## src/rtl/hazard_unit.sv

```systemverilog
// Hazard detection, forwarding select and stall/flush sequencing for the 5-stage core.
// All control outputs are combinational from the current state and this cycle's inputs.
module hazard_unit #(
  parameter int REG_W = 5,
  parameter int CNT_W = 16
) (
  input  logic             clk,
  input  logic             rst,
  input  logic [REG_W-1:0] RsD,
  input  logic [REG_W-1:0] RtD,
  input  logic [REG_W-1:0] RsE,
  input  logic [REG_W-1:0] RtE,
  input  logic [REG_W-1:0] WriteRegE,
  input  logic [REG_W-1:0] WriteRegM,
  input  logic [REG_W-1:0] WriteRegW,
  input  logic             RegWriteE,
  input  logic             RegWriteM,
  input  logic             RegWriteW,
  input  logic             MemReadE,
  input  logic             MemReadM,
  input  logic [1:0]       BranchD,
  input  logic             JumpSrcD,
  input  logic             DivE,
  input  logic             DivDoneE,
  input  logic             InstStall,
  input  logic             DataStall,
  input  logic             ExceptM,
  output logic             StallF,
  output logic             StallD,
  output logic             StallE,
  output logic             StallM,
  output logic             StallW,
  output logic             FlushD,
  output logic             FlushE,
  output logic             FlushM,
  output logic             FlushW,
  output logic [1:0]       ForwardAE,
  output logic [1:0]       ForwardBE,
  output logic             ForwardAD,
  output logic             ForwardBD,
  output logic [CNT_W-1:0] StallCnt
);

  typedef enum logic [1:0] {
    RUN      = 2'd0,
    DIV_WAIT = 2'd1,
    MEM_WAIT = 2'd2,
    EXC_PEND = 2'd3
  } stateT;

  stateT stateReg, stateNext;
  logic [CNT_W-1:0] stallCntReg;

  // $zero is never a real producer, so it never matches.
  function automatic logic regMatch(input logic [REG_W-1:0] a, input logic [REG_W-1:0] b);
    return (a == b) && (a != '0);
  endfunction

  // Operand 0 is Rs, operand 1 is Rt.
  logic [1:0][REG_W-1:0] srcE;
  logic [1:0][REG_W-1:0] srcD;
  logic [1:0][1:0]       fwdE;
  logic [1:0]            fwdD;
  logic [1:0]            hitE;
  logic [1:0]            hitM;

  assign srcE = {RtE, RsE};
  assign srcD = {RtD, RsD};

  genvar gi;
  generate
    for (gi = 0; gi < 2; gi++) begin : g_operand
      assign fwdE[gi] = (RegWriteM && regMatch(WriteRegM, srcE[gi])) ? 2'b10 :
                        (RegWriteW && regMatch(WriteRegW, srcE[gi])) ? 2'b01 : 2'b00;
      assign fwdD[gi] = RegWriteM && regMatch(WriteRegM, srcD[gi]);
      // Producers a branch/jr in ID cannot yet see: ALU result in EX, load in MEM.
      assign hitE[gi] = RegWriteE && regMatch(WriteRegE, srcD[gi]);
      assign hitM[gi] = MemReadM && regMatch(WriteRegM, srcD[gi]);
    end
  endgenerate

  logic memStall, divStall, lwStall, brStall, useRt, isBranch;

  assign memStall = InstStall | DataStall;
  assign divStall = DivE & ~DivDoneE;
  assign lwStall  = MemReadE & RegWriteE & (hitE[0] | hitE[1]);
  assign isBranch = |BranchD;
  // A jump-register only reads Rs; conditional branches compare both operands.
  assign useRt    = isBranch;
  assign brStall  = (isBranch | JumpSrcD) &
                    (hitE[0] | hitM[0] | (useRt & (hitE[1] | hitM[1])));

  logic stallF, stallD, stallE, stallM, stallW;
  logic flushD, flushE, flushM, flushW;
  logic divBubble;

  // In DIV_WAIT the bubble lasts until the divider reports done, even if DivE drops.
  assign divBubble = (stateReg == DIV_WAIT) ? ~DivDoneE : divStall;

  always_comb begin
    stallF = 1'b0;
    stallD = 1'b0;
    stallE = 1'b0;
    stallM = 1'b0;
    stallW = 1'b0;
    flushD = 1'b0;
    flushE = 1'b0;
    flushM = 1'b0;
    flushW = 1'b0;
    if (stateReg == EXC_PEND && !memStall) begin
      {flushD, flushE, flushM, flushW} = 4'b1111;
    end else if (memStall) begin
      {stallF, stallD, stallE, stallM, stallW} = 5'b11111;
    end else if (ExceptM) begin
      {flushD, flushE, flushM, flushW} = 4'b1111;
    end else if (divBubble) begin
      {stallF, stallD, stallE} = 3'b111;
      flushM = 1'b1;
    end else if (lwStall || brStall) begin
      {stallF, stallD} = 2'b11;
      flushE = 1'b1;
    end
  end

  always_comb begin
    stateNext = stateReg;
    case (stateReg)
      EXC_PEND: begin
        if (!memStall) stateNext = RUN;
      end
      DIV_WAIT: begin
        if (memStall && ExceptM)  stateNext = EXC_PEND;
        else if (ExceptM)         stateNext = RUN;
        else if (DivDoneE)        stateNext = RUN;
      end
      default: begin
        // RUN and MEM_WAIT share the same exits; MEM_WAIT just marks a held pipeline.
        if (memStall && ExceptM)  stateNext = EXC_PEND;
        else if (memStall)        stateNext = MEM_WAIT;
        else if (ExceptM)         stateNext = RUN;
        else if (divStall)        stateNext = DIV_WAIT;
        else                      stateNext = RUN;
      end
    endcase
  end

  always_ff @(posedge clk or posedge rst) begin
    if (rst) begin
      stateReg    <= RUN;
      stallCntReg <= '0;
    end else begin
      stateReg <= stateNext;
      if (stallD && (stallCntReg != {CNT_W{1'b1}}))
        stallCntReg <= stallCntReg + CNT_W'(1);
    end
  end

  // Reset forces every control output low regardless of the inputs.
  assign StallF    = ~rst & stallF;
  assign StallD    = ~rst & stallD;
  assign StallE    = ~rst & stallE;
  assign StallM    = ~rst & stallM;
  assign StallW    = ~rst & stallW;
  assign FlushD    = ~rst & flushD;
  assign FlushE    = ~rst & flushE;
  assign FlushM    = ~rst & flushM;
  assign FlushW    = ~rst & flushW;
  assign ForwardAE = rst ? 2'b00 : fwdE[0];
  assign ForwardBE = rst ? 2'b00 : fwdE[1];
  assign ForwardAD = ~rst & fwdD[0];
  assign ForwardBD = ~rst & fwdD[1];
  assign StallCnt  = stallCntReg;

endmodule

```

## config.mk

```make
export PLATFORM = sky130hd
export DESIGN_NAME = hazard_unit
export DESIGN_NICKNAME = d
export VERILOG_FILES = /design/src/rtl/hazard_unit.sv
export SDC_FILE = /design/constraint.sdc
export NUM_CORES = 1
export LEC_CHECK = 0
export ABC_AREA = 0
export BUFFER_PORTS_ARGS = -buffer_cell sky130_fd_sc_hd__buf_2
export CORE_MARGIN = 2
export CORE_UTILIZATION = 51
export DETAILED_ROUTE_END_ITERATION = 8
export PLACE_DENSITY = 0.87
export SLEW_MARGIN = 30
export SYNTH_ARGS = -nofsm -noshare
export SYNTH_HDL_FRONTEND = slang
export SYNTH_SLANG_ARGS = --single-unit
```

## constraint.sdc

```tcl
create_clock -name clk -period 4.7 [get_ports clk]
set_input_delay 0.235 -clock clk [delete_from_list [all_inputs] [get_ports clk]]
set_output_delay 0.235 -clock clk [all_outputs]
set_load 0.005 [all_outputs]
```

==> impl_metrics.csv <==
group,metric,value,unit
run_status,status,"complete, no violations",
cells_and_area,fin_area,2115,um^2
power_and_ir_drop,p_per_area,257.1,nW/um^2
clock_tree,insertion_delay,0.29,ns
power_and_ir_drop,power_frac_clock,17.6,%
route,vias_per_cell,5.521,
route,drtAntennaViolNets,0,
route,dr_wl_met2,2.163,mm
placement,gp_congestion,0.8365,
clock_tree,cts_made_buffers,3,
power_and_ir_drop,ir_drop,0.09851,mV
critical_path,startpoint_type,"flip-flop",
sta,slew_violations,0,
critical_path,critPathArrivalTime,2.44,ns
route,drtPass1Iterations,4,
synth,yosysSeqAreaShare,26.32,%
route,totalWireLength,4.206,mm
sta,clock_skew,0.004787,ns
power_and_ir_drop,comb_power_share,39.2,%
synth,yosysUniqueCellTypes,45,
placement,port_buffers,80,
synth,netlist_area,1712,um^2
synth,synth_top_flop_cell,"dfrtp_1",
placement,pre_cts_slack,2.333,ns
grt,grt_use_total,22.17,%
grt,antenna_found_initial,0,
power_and_ir_drop,p_int,0.3464,mW
power_and_ir_drop,power.share.switching,36.29,%
clock_tree,ctsLongestPathBuffers,2,
critical_path,crit_path_max_fanout,13,
floorplanning,pin_count,81,
critical_path,reg2reg_slack,2.44,ns
route,drtIter0Drc,118,
floorplanning,core_area,3284,um^2
sta,finalSetupViolations,0,
critical_path,worst_setup_path_end_kind,"flip-flop",
grt,grt.overflow.total,0,
critical_path,reg2reg_depth,6,
clock_tree,ctsHoldBuffers,0,
sta,finalSetupTns,0,ns
power_and_ir_drop,power.leakage,0.9900,nW
cells_and_area,drive_gt1_share,37.64,%
placement,hpwlAfterDp,3.437,mm
clock_tree,clk_pin_slew,0.11,ns
synth,yosys_warnings,0,
synth,synth_fp_nets,242,
power_and_ir_drop,p_seq_share,43.2,%
critical_path,r2r_end,"StallCnt[1]",
clock_tree,cts_tree,"built",
route,drc,0,
synth,yosys-top-cells-area,"dfrtp_1 26%, xnor2_1 16%, xor2_1 11%",
route,vias,1706,
cells_and_area,antenna_cells,0,
clock_tree,h-tree-depth,1,
cells_and_area,utilization,64.38,%
clock_tree,cts_sinks,18,
synth,yosys.area.top_type,"dfrtp_1",
route,met1_length,1.821,mm
sta,tightest_slew,0.7344,ns
synth,async_flop_share,100.0,%
sta,fmax,443.2,MHz
clock_tree,cts_root_buf,"clkbuf_4",
grt,grt_max_degree,21,
floorplanning,rows,21,
synth,ys_ff_latch,18,
power_and_ir_drop,p_sw,0.1973,mW
min_path,hp-class,"input pin to async pin",
synth,synth_edf_count,0,
critical_path,timing.rr.start,"StallCnt[0]",
sta,final-hold-violation-count,0,
flow_run,drv_cap,0,
floorplanning,die_y,61.93,um
clock_tree,post_cts.repair.setup_buffers,0,
critical_path,critical_path_required,4.88,ns
route,wl_per_cell,13.61,um
sta,rsz0062_at_grt,"false",
cells_and_area,final_cells,309,
synth,synth_area_per_cell,8.961,um^2
sta,max_slew_margin,50.98,%
placement,post-place-cells,305,
sta,post-route-min-period,2.256,ns
critical_path,path_class,"flip-flop to flip-flop",
route,wl_met3,163,um
route,highest_layer,"met4",
sta,fin_crit_sh,48.01,%
cells_and_area,final_nets,315,
cells_and_area,syn2layout_area_growth,23.54,%
grt,grt_pass1_wl,6.527,mm
sta,timing.final.ws_setup,2.444,ns
synth,synthCells,191,
grt,grt_pass1_vias,1508,
floorplanning,initial_core_util,52.11,%
clock_tree,ctsResizeCount,0,
floorplanning,dieWidth,61.93,um
synth,yosysTopAreaCellShare,26.32,%
floorplanning,dieArea,3835,um^2
placement,dpl_cell_area,2078,um^2
==> synth_stat cells (all sizes together) (3+ instances only) <==
master  instances
a21oi           6
clkbuf          3
and3           12
dfrtp          18
nand4          13
nor2           13
nand3           9
or4             4
inv             4
xor2           22
o21ai           5
buf             9
nor3            7
xnor2          31
nor4            7
nand2           4
==> per-stage QoR <==
stage	power, mW	hold WS (ns)
3_5_place_dp	0.4507	0.4814
3_3_place_gp	0.4407	0.4715
4_1_cts	0.5445	0.1831
5_1_grt	0.5900	0.2364
6_report	0.5437	0.1573
2_1_floorplan	0.3637	0.4012
==> cells in the final DEF, fill, tap and decap left out, drive strengths merged, types with 7 or more instances in the layout <==
| master | instances |
|---|---|
| nor4 | 7 |
| xor2 | 22 |
| dfrtp | 18 |
| nand3 | 9 |
| nor3 | 7 |
| buf | 80 |
| xnor2 | 31 |
| nand4 | 13 |
| and3 | 12 |
| nor2 | 13 |
==> worst max path at each step <==
stage,start,cells after the start,end
global route,stateReg[0],7,StallCnt[1]
detailed placement,WriteRegM[1],7,StallCnt[1]
global placement,WriteRegM[1],7,StallCnt[1]
floorplan,WriteRegM[2],8,StallCnt[1]
finish,StallCnt[0],6,StallCnt[1]
CTS,StallCnt[0],6,StallCnt[1]
==> worst max-delay path, cell delays in order, from the launching register on <==
cell	delay, ns
dfrtp_1	0.45
ha_1	0.29
and3_1	0.20
nand3_1	0.09
or3_2	0.64
nand3_2	0.17
mux2_1	0.32
==> final cells by class <==
class,count,area (um^2)
multi-input cells,157,1155
flip-flops and latches,18,450.4
inverters,4,15.01
well taps,46,57.56
repair buffers,80,400.4
fillers,281,1170
clock buffers,4,36.28
==> cells by family after synthesis <==
group           share of synthesized area [%]
mux                                    0.6578
xor+xnor                                27.12
fa+ha+maj                              0.7309
buf+inv                                 6.213
compound gates                          9.285
simple gates                            29.68
flops                                   26.32
==> registers in the layout, summed over array words and instances (netlist names) <==
name      cells
stateReg      2
StallCnt     16
==> per-layer routing <==
metal	vias up	track usage, %
met5	-	0
met4	0	4.559
met3	6	1.863
met2	56	41.20
met1	807	27.88
li1	837	-
==> power by group through the flow <==
stage / clock [mW] / sequential, mW / combinational (mW)
after global routing: 0.104 / 0.242 / 0.244
after floorplan: 0 / 0.230 / 0.133
after global placement: 0 / 0.234 / 0.207
final: 0.0956 / 0.235 / 0.213
after detailed placement: 0 / 0.237 / 0.214
after CTS: 0.0968 / 0.234 / 0.214
Note: power is estimated with default switching activity, not from simulation.
